`src/rtl/mem_arbiter_pkg.sv`:
```
// Shared types for the memory arbiter slice.
//   u1 / u32 / word_t : scalar, 32-bit and 64-bit port types
//   arb_state_t       : transaction FSM state (IDLE, ISSUE, WAIT)
//   owner_t           : which requester owns the transaction (fetch or data)
//   ARB_TIMEOUT_DEFAULT : default grant-to-response limit in cycles
package common;

    typedef logic        u1;
    typedef logic [31:0] u32;
    typedef logic [63:0] word_t;

    typedef enum logic [1:0] {
        IDLE  = 2'd0,
        ISSUE = 2'd1,
        WAIT  = 2'd2
    } arb_state_t;

    typedef enum logic {
        OWN_I = 1'b0,
        OWN_D = 1'b1
    } owner_t;

    localparam int unsigned ARB_TIMEOUT_DEFAULT = 255;

endpackage

```
`src/rtl/mem_arbiter_arb_rr2.sv`:
```
// Two-way round-robin picker.
//   valid_i    : fetch requester wants the memory
//   valid_d    : data requester wants the memory
//   last_grant : owner of the most recent grant
//   grant      : one-hot result, bit 0 = fetch, bit 1 = data, 0 when idle
module arb_rr2
    import common::*;
(
    input  u1          valid_i,
    input  u1          valid_d,
    input  owner_t     last_grant,
    output logic [1:0] grant
);

    always_comb begin
        grant = 2'b00;
        if (valid_i && valid_d) begin
            // Tie: whoever did not win last time goes now.
            grant = (last_grant == OWN_D) ? 2'b01 : 2'b10;
        end else if (valid_i) begin
            grant = 2'b01;
        end else if (valid_d) begin
            grant = 2'b10;
        end
    end

endmodule

```
`src/rtl/mem_arbiter.sv`:
```
// Arbitrates a fetch port and a data port onto one single-port memory,
// one transaction in flight at a time, with a grant-to-response timeout.
//   clk, reset                 : clock, asynchronous active-high reset
//   ireq_* / iresp_*           : fetch request (32-bit addr) and 32-bit response
//   dreq_* / dresp_*           : data request (addr, we, strobe, wdata) and 64-bit response
//   mreq_* / mresp_*           : shared memory request and its response
//   dbg_state                  : current FSM state, for observation only
//
// Handshake: a request transfers in the cycle where valid and ready are both
// high; the requester keeps valid and its fields stable until then and may
// drop valid earlier to withdraw. mreq follows the same rule with this block
// as the requester. Response valids are single-cycle pulses with no ready.
module mem_arbiter
    import common::*;
#(
    parameter int unsigned TIMEOUT = ARB_TIMEOUT_DEFAULT
) (
    input  u1          clk,
    input  u1          reset,
    input  u1          ireq_valid,
    input  u32         ireq_addr,
    output u1          ireq_ready,
    output u1          iresp_valid,
    output u32         iresp_data,
    output u1          iresp_err,
    input  u1          dreq_valid,
    input  u32         dreq_addr,
    input  u1          dreq_we,
    input  logic [7:0] dreq_strobe,
    input  word_t      dreq_wdata,
    output u1          dreq_ready,
    output u1          dresp_valid,
    output word_t      dresp_data,
    output u1          dresp_err,
    output u1          mreq_valid,
    output u32         mreq_addr,
    output u1          mreq_we,
    output logic [7:0] mreq_strobe,
    output word_t      mreq_wdata,
    input  u1          mreq_ready,
    input  u1          mresp_valid,
    input  word_t      mresp_data,
    output arb_state_t dbg_state
);

    // The counter reads k-1 in the k-th cycle after the grant. Firing when it
    // reads TIMEOUT-2 registers the error so that it is visible exactly
    // TIMEOUT cycles after the grant. TIMEOUT must be at least 2.
    localparam u32 FIRE_AT = u32'(TIMEOUT - 32'd2);

    arb_state_t state_q, state_d;
    owner_t     owner_q, owner_d;
    owner_t     last_grant_q, last_grant_d;
    u32         addr_q, addr_d;
    u1          we_q, we_d;
    logic [7:0] strobe_q, strobe_d;
    word_t      wdata_q, wdata_d;
    u32         cnt_q, cnt_d;
    u1          mreq_valid_q, mreq_valid_d;
    u1          iresp_valid_q, iresp_valid_d;
    u32         iresp_data_q, iresp_data_d;
    u1          iresp_err_q, iresp_err_d;
    u1          dresp_valid_q, dresp_valid_d;
    word_t      dresp_data_q, dresp_data_d;
    u1          dresp_err_q, dresp_err_d;

    logic [1:0] grant;
    u1          timeout_hit;
    u1          resp_fire;
    u1          resp_err;

    arb_rr2 u_rr (
        .valid_i    (ireq_valid),
        .valid_d    (dreq_valid),
        .last_grant (last_grant_q),
        .grant      (grant)
    );

    // Readies are only offered while idle and never while reset is held.
    assign ireq_ready = ~reset & (state_q == IDLE) & grant[0];
    assign dreq_ready = ~reset & (state_q == IDLE) & grant[1];

    assign timeout_hit = (cnt_q == FIRE_AT);

    always_comb begin
        state_d       = state_q;
        owner_d       = owner_q;
        last_grant_d  = last_grant_q;
        addr_d        = addr_q;
        we_d          = we_q;
        strobe_d      = strobe_q;
        wdata_d       = wdata_q;
        cnt_d         = cnt_q;
        mreq_valid_d  = mreq_valid_q;
        iresp_valid_d = 1'b0;
        iresp_data_d  = '0;
        iresp_err_d   = 1'b0;
        dresp_valid_d = 1'b0;
        dresp_data_d  = '0;
        dresp_err_d   = 1'b0;
        resp_fire     = 1'b0;
        resp_err      = 1'b0;

        unique case (state_q)
            IDLE: begin
                if (grant != 2'b00) begin
                    owner_d      = grant[1] ? OWN_D : OWN_I;
                    last_grant_d = grant[1] ? OWN_D : OWN_I;
                    if (grant[1]) begin
                        addr_d   = dreq_addr;
                        we_d     = dreq_we;
                        strobe_d = dreq_strobe;
                        wdata_d  = dreq_wdata;
                    end else begin
                        // Fetches are always plain reads.
                        addr_d   = ireq_addr;
                        we_d     = 1'b0;
                        strobe_d = 8'h00;
                        wdata_d  = '0;
                    end
                    cnt_d        = '0;
                    mreq_valid_d = 1'b1;
                    state_d      = ISSUE;
                end
            end
            ISSUE: begin
                cnt_d = cnt_q + 32'd1;
                if (timeout_hit) begin
                    resp_fire    = 1'b1;
                    resp_err     = 1'b1;
                    mreq_valid_d = 1'b0;
                    state_d      = IDLE;
                end else if (mreq_ready) begin
                    mreq_valid_d = 1'b0;
                    state_d      = WAIT;
                end
            end
            WAIT: begin
                cnt_d = cnt_q + 32'd1;
                // A response arriving on the timeout cycle still completes cleanly.
                if (mresp_valid) begin
                    resp_fire = 1'b1;
                    state_d   = IDLE;
                end else if (timeout_hit) begin
                    resp_fire = 1'b1;
                    resp_err  = 1'b1;
                    state_d   = IDLE;
                end
            end
            default: begin
                mreq_valid_d = 1'b0;
                state_d      = IDLE;
            end
        endcase

        if (resp_fire) begin
            if (owner_q == OWN_I) begin
                iresp_valid_d = 1'b1;
                iresp_err_d   = resp_err;
                if (!resp_err) begin
                    iresp_data_d = addr_q[2] ? mresp_data[63:32] : mresp_data[31:0];
                end
            end else begin
                dresp_valid_d = 1'b1;
                dresp_err_d   = resp_err;
                if (!resp_err) begin
                    dresp_data_d = mresp_data;
                end
            end
        end
    end

    always_ff @(posedge clk or posedge reset) begin
        if (reset) begin
            state_q       <= IDLE;
            owner_q       <= OWN_I;
            last_grant_q  <= OWN_D;
            addr_q        <= '0;
            we_q          <= 1'b0;
            strobe_q      <= 8'h00;
            wdata_q       <= '0;
            cnt_q         <= '0;
            mreq_valid_q  <= 1'b0;
            iresp_valid_q <= 1'b0;
            iresp_data_q  <= '0;
            iresp_err_q   <= 1'b0;
            dresp_valid_q <= 1'b0;
            dresp_data_q  <= '0;
            dresp_err_q   <= 1'b0;
        end else begin
            state_q       <= state_d;
            owner_q       <= owner_d;
            last_grant_q  <= last_grant_d;
            addr_q        <= addr_d;
            we_q          <= we_d;
            strobe_q      <= strobe_d;
            wdata_q       <= wdata_d;
            cnt_q         <= cnt_d;
            mreq_valid_q  <= mreq_valid_d;
            iresp_valid_q <= iresp_valid_d;
            iresp_data_q  <= iresp_data_d;
            iresp_err_q   <= iresp_err_d;
            dresp_valid_q <= dresp_valid_d;
            dresp_data_q  <= dresp_data_d;
            dresp_err_q   <= dresp_err_d;
        end
    end

    assign mreq_valid  = mreq_valid_q;
    assign mreq_addr   = addr_q;
    assign mreq_we     = we_q;
    assign mreq_strobe = strobe_q;
    assign mreq_wdata  = wdata_q;
    assign iresp_valid = iresp_valid_q;
    assign iresp_data  = iresp_data_q;
    assign iresp_err   = iresp_err_q;
    assign dresp_valid = dresp_valid_q;
    assign dresp_data  = dresp_data_q;
    assign dresp_err   = dresp_err_q;
    assign dbg_state   = state_q;

endmodule
```
`config.mk`:
```
export PLATFORM = sky130hd
export DESIGN_NAME = mem_arbiter
export DESIGN_NICKNAME = d
export VERILOG_FILES = /design/src/rtl/mem_arbiter_pkg.sv /design/src/rtl/mem_arbiter_arb_rr2.sv /design/src/rtl/mem_arbiter.sv
export SDC_FILE = /design/constraint.sdc
export NUM_CORES = 1
export LEC_CHECK = 0
export BUFFER_PORTS_ARGS = -buffer_cell sky130_fd_sc_hd__buf_2
export CAP_MARGIN = 30
export CORE_MARGIN = 3
export CORE_UTILIZATION = 29
export DETAILED_ROUTE_END_ITERATION = 8
export PLACE_DENSITY = 0.56
export SLEW_MARGIN = 20
export SYNTH_ARGS = -nofsm -noshare
export SYNTH_HDL_FRONTEND = slang
export SYNTH_HIERARCHICAL = 1
export SYNTH_SLANG_ARGS = --single-unit
```
`constraint.sdc`:
```
create_clock -name clk -period 7.4 [get_ports clk]
set_clock_uncertainty 0.1 [all_clocks]
set_input_delay 0.37 -clock clk [delete_from_list [all_inputs] [get_ports clk]]
set_output_delay 0.37 -clock clk [all_outputs]
set_load 0.02 [all_outputs]
```
# == Word level (Yosys, flattened, before mapping) ==
# Cells that the tools add are included.
# word_totals
reg_bits,242
in_bits,207
out_inout_bits,210
word_cells,77
# op_classes
add_sub_neg,1
eq_ne,6
mux,41
bitwise,5
n_reduce_logical,9
# ops
cell,n
two-way mux 64 bit,4
two-way mux 32 bit,6
one-hot mux 32 bit (2 select lines),1
adder 32 x 1 -> 32 bit (second input constant),1
equality test 32 x 8 -> 1 bit (second input constant),1
two-way mux 2 bit,9
two-way mux 1 bit,16
two-way mux 8 bit,1
!= test 3 bit (second input constant),2
one-hot mux 2 bit (3 select lines),1
AND reduction 3 bit,2
one-hot mux 1 bit (2 select lines),2
AND reduction 2 bit,2
nonzero test 2 bit,2
AND 1 bit,3
one-hot mux 1 bit (3 select lines),1
equality test 2 x 1 -> 1 bit (second input constant),1
equality test 2 bit (second input constant),1
zero test 2 bit,1
!= test 2 x 1 -> 1 bit (second input constant),1
inverter 1 bit,2
OR reduction 2 bit,1
logical AND 1 bit,1

# == Depth between registers and ports, before layout ==
# depth
ltp_word,7
depth_mapped,9
mapped_depth_nobuf,6

# == By module ==
# Netlist, hierarchy kept.
# by_module_without_submodules
mod,instances,cells_per_inst,area_each_um2,seq_area_each_um2
mem_arbiter,1,1043,10392.5,6057.1
arb_rr2,1,3,18.8,0.0

# == Least setup slack after synthesis ==
# Ideal clock, no wire load.
# synth_timing
path_type,input port to output port
start,input port reset
end,output port dreq_ready
arrival_time_ns,6.092
t_required_ns,6.930
setup_slack_ns,0.838
cell_stages,2
n_path_buf,0
path_cell_list,inv_1 > and3_1
# synth_via
elab_chain_len,3
# synth_lines
element,line_no,text
from (decl),mem_arbiter.sv:19,"input u1 reset,"
inverter 1 bit,mem_arbiter.sv:81,assign dreq_ready = ~reset & (state_q == IDLE) & grant[1];
AND 1 bit (2 in series),mem_arbiter.sv:81,
to (decl),mem_arbiter.sv:31,"output u1 dreq_ready,"
# Every way passes these cells.

# == Final worst setup path ==
# layout_timing
start,register last_grant_q
end,output port dreq_ready
# layout_via
elab_chain_len,3
# layout_lines
element,line_no,text
from (decl),mem_arbiter.sv:53,"owner_t last_grant_q, last_grant_d;"
from (signal assigned),mem_arbiter.sv:193,last_grant_q <= last_grant_d;
two-way mux 2 bit,mem_arbiter_arb_rr2.sv:19,grant = (last_grant == OWN_D) ? 2'b01 : 2'b10;
two-way mux 2 bit,mem_arbiter_arb_rr2.sv:17,if (valid_i && valid_d) begin
named net grant[1],mem_arbiter.sv:67,logic [1:0] grant;
AND 1 bit,mem_arbiter.sv:81,
# The timed path passes the listed nets, and every way through them passes these cells.

==> run_results.csv <==
group,metric,value,unit
outcome,status,"finished, final reports clean",
cts,h-tree-depth,1,
timing,min_period,3550,ps
grt,grt_start_max_net_pins,163,
place,dp_slack,3920,ps
place,hpwl,24100,microns
grt,use_met2,32.1,%
synthesis,async_reset_ff_share,100,%
cts,cts_sinks,242,
synthesis,synth.avg_cell_area,9.95,sq um
power_and_ir_drop,p_leak,7.92,nW
timing,maxSlewHeadroom,35.3,%
drt,dr.pass1.iters,5,
cells_and_area,nets,1802,
grt,grt_pass1_wl,56900,microns
drt,final_antenna_net_count,0,
worst_setup_path,criticalPathCategory,"reg -> out",
cts,clockBufferDepth,3,
synthesis,ys_ff_latch,242,
die,row_count,68,
cts,hold_buffers,169,
synthesis,synth-seq-area-share,58.2,%
power_and_ir_drop,switchingPower,0.00203,W
power_and_ir_drop,vdd_drop_max,0.000238,V
synthesis,synth-edff-count,0,
timing,final_max_slew_viol_count,0,
grt,antenna_found_initial,3,
drt,vias_per_cell,4.84,
timing,tns,0,ps
synthesis,syn_area,0.0104,sq mm
synthesis,synth_cell_types,50,
timing,setup_violations,0,
grt,use_met3,3.85,%
timing,fin_ws,3850,ps
grt,busiest_layer,"met2",
power_and_ir_drop,power.internal,0.00308,W
grt,grt_use_total,18.3,%
drt,num_vias,10009,
cts,cts_resized,0,
worst_setup_path,crit_fanout,77,
worst_hold_path,min-delay-path-class,"in -> reg",
cts,cts_tree,"built",
die,core,0.0350,sq mm
cells_and_area,final_layout_size_suffix_gt1_share,30.4,%
die,ios,417,
die,die-area,0.0382,sq mm
drt,wire_per_inst,17.7,microns
cts,worstSkewPairLatency,550,ps
synthesis,syn_inst,1046,
cts,post_cts_buffers,0,
power_and_ir_drop,pwr-share-clk,27.5,%
drt,drtIter0Drc,504,
cts,cts_buffers,29,
grt,grt-ovfl-total,0,
grt,grt_pass1_vias,10076,
cells_and_area,nFillCells,3303,
place,gp_congestion,0.856,
timing,finalHoldViolations,0,
grt,use_met1,22.4,%
cells_and_area,final_cell_mix,"buf_2, nand2_1, dfrtp_1, dlygate4sd3_1, nand3_1",
synthesis,synth_fp_nets,1258,
drt,drc,0,
worst_setup_path,worstPathRequired,6930,ps
worst_setup_path,cp-end-kind,"output pin",
cells_and_area,syn_to_final_growth,49.1,%
synthesis,synth_ff_type,"dfrtp_1",
timing,rsz0062_at_grt,"no",
worst_setup_path,worstSetupStartpointType,"flop",
die,start_util,29.8,%
run,drv_cap,0,
cts,cts_root_buf,"clkbuf_16",
cells_and_area,layout_commonest_cell,"buf_2",
power_and_ir_drop,pwr-share-seq,34.9,%
power_and_ir_drop,p_comb_share,37.6,%
synthesis,yosys_warnings,6,
cts,clkTransAtPathRegs,60,ps
power_and_ir_drop,power.density,329,mW/mm^2
drt,wl,36600,microns
place,numPortBuffers,416,
timing,tightest_slew,970,ps
timing,max_freq,281,MHz
power_and_ir_drop,p_sw_share,39.8,%
die,die_y,195,microns
timing,min_period_over_period,48.0,%
worst_setup_path,arrival,3080,ps
die,fp.dieW,195,microns
logic make-up after synthesis:
| family | Yosys count | synth area share [%] |
|---|---|---|
| adder cells (fa/ha/maj) | 5 | 0.601 |
| multiplexers | 69 | 6.63 |
| flip-flops | 242 | 58.2 |
| buffers and inverters | 101 | 3.87 |
| AND/OR/NAND/NOR | 524 | 24.4 |
| XOR/XNOR | 6 | 0.505 |
| AO/OA/AOI/OAI | 99 | 5.82 |
registers in the layout, summed over array words and instances (netlist names), 2 cells and up:
name / count
dresp_data: 64
mreq_wdata: 64
dbg_state: 2
mreq_addr: 32
mreq_strobe: 8
cnt_q: 32
iresp_data: 32
power groups by stage:
stage	Combinational [W]	Clock, W	Sequential, W
final	0.00192	0.00141	0.00178
after global routing	0.00211	0.00150	0.00182
after CTS	0.00194	0.00144	0.00179
after detailed placement	0.00186	0	0.00180
after global placement	0.00185	0	0.00179
after floorplan	0.000875	0	0.00210
metrics by stage:
stage	instances	power, W	hold WS, ps	util (%)	area (sq um)
finish	2069	0.00511	29.7	44.4	15500
global route	2069	0.00543	29.1	44.4	15500
CTS	2068	0.00517	1.25	44.4	15500
detailed placement	1845	0.00366	351	36.9	12900
global placement	1845	0.00364	345	36.9	12900
floorplan	1046	0.00297	361	-	10400
synthesized netlist by cell type (2+ instances only):
| master | n | area share, % |
|---|---|---|
| nand2_1 | 257 | 9.3 |
| dfrtp_1 | 241 | 58 |
| nand3_1 | 84 | 4.0 |
| nor3_1 | 71 | 3.4 |
| mux2i_1 | 69 | 6.6 |
| clkbuf_1 | 65 | 2.3 |
| o21ai_0 | 47 | 2.3 |
| nor4b_1 | 33 | 2.8 |
| a21oi_1 | 17 | 0.82 |
| inv_1 | 16 | 0.58 |
| buf_2 | 14 | 0.67 |
| nor2_1 | 13 | 0.47 |
| or4_1 | 11 | 0.79 |
| nand2b_1 | 10 | 0.60 |
| o31ai_1 | 9 | 0.65 |
| nand4_1 | 8 | 0.48 |
| nor4_1 | 8 | 0.48 |
| and3_1 | 6 | 0.36 |
| or3_1 | 6 | 0.36 |
| xor2_1 | 6 | 0.50 |
| ha_1 | 5 | 0.60 |
| and2_1 | 4 | 0.24 |
| and4_1 | 4 | 0.34 |
| o311ai_0 | 4 | 0.34 |
| o41ai_1 | 4 | 0.34 |
| a211oi_1 | 3 | 0.22 |
| buf_1 | 3 | 0.11 |
| a22o_1 | 2 | 0.17 |
| a31oi_1 | 2 | 0.12 |
| clkbuf_2 | 2 | 0.096 |
| nand4_2 | 2 | 0.24 |
| or3_2 | 2 | 0.14 |
routing by layer:
layer | wire length, microns | share of wire [%]
met2 | 18200 | 50
met4 | 1260 | 3.4
met5 | 27 | 0.074
met3 | 2610 | 7.1
met1 | 14500 | 40
critical path: stages, from the launching register on:
cell      delay (ps)
dfstp_2          390
a21boi_4         510
buf_4            460
buf_4            720
and3_1           260
buf_2            160
area by class of cell:
class | count | area [sq um] | share of cell area [%]
Antenna cell | 1 | 2.50 | 0.0161
Clock buffer | 42 | 815 | 5.25
Clock inverter | 12 | 124 | 0.798
Inverter | 16 | 67.6 | 0.435
Multi-Input combinational cell | 703 | 4000 | 25.8
Sequential cell | 242 | 6060 | 39.0
Tap cell | 455 | 569 | 3.67
Timing Repair Buffer | 598 | 3880 | 25.0
worst paths after layout:
kind	start	to	slack, ps	depth (start not counted)
hold reg to reg	mreq_wdata[42]	mreq_wdata[42]	360	2
setup reg to reg	dbg_state[0]	cnt_q[28]	3910	7
setup / recovery	last_grant_q	dreq_ready	3850	5
max in group asynchronous	reset	mreq_addr[2]	5420	4
min in group asynchronous	reset	mreq_addr[10]	360	3
hold / removal	mresp_data[2]	dresp_data[2]	30	3
No activity file was read; power rests on OpenSTA's default activity.
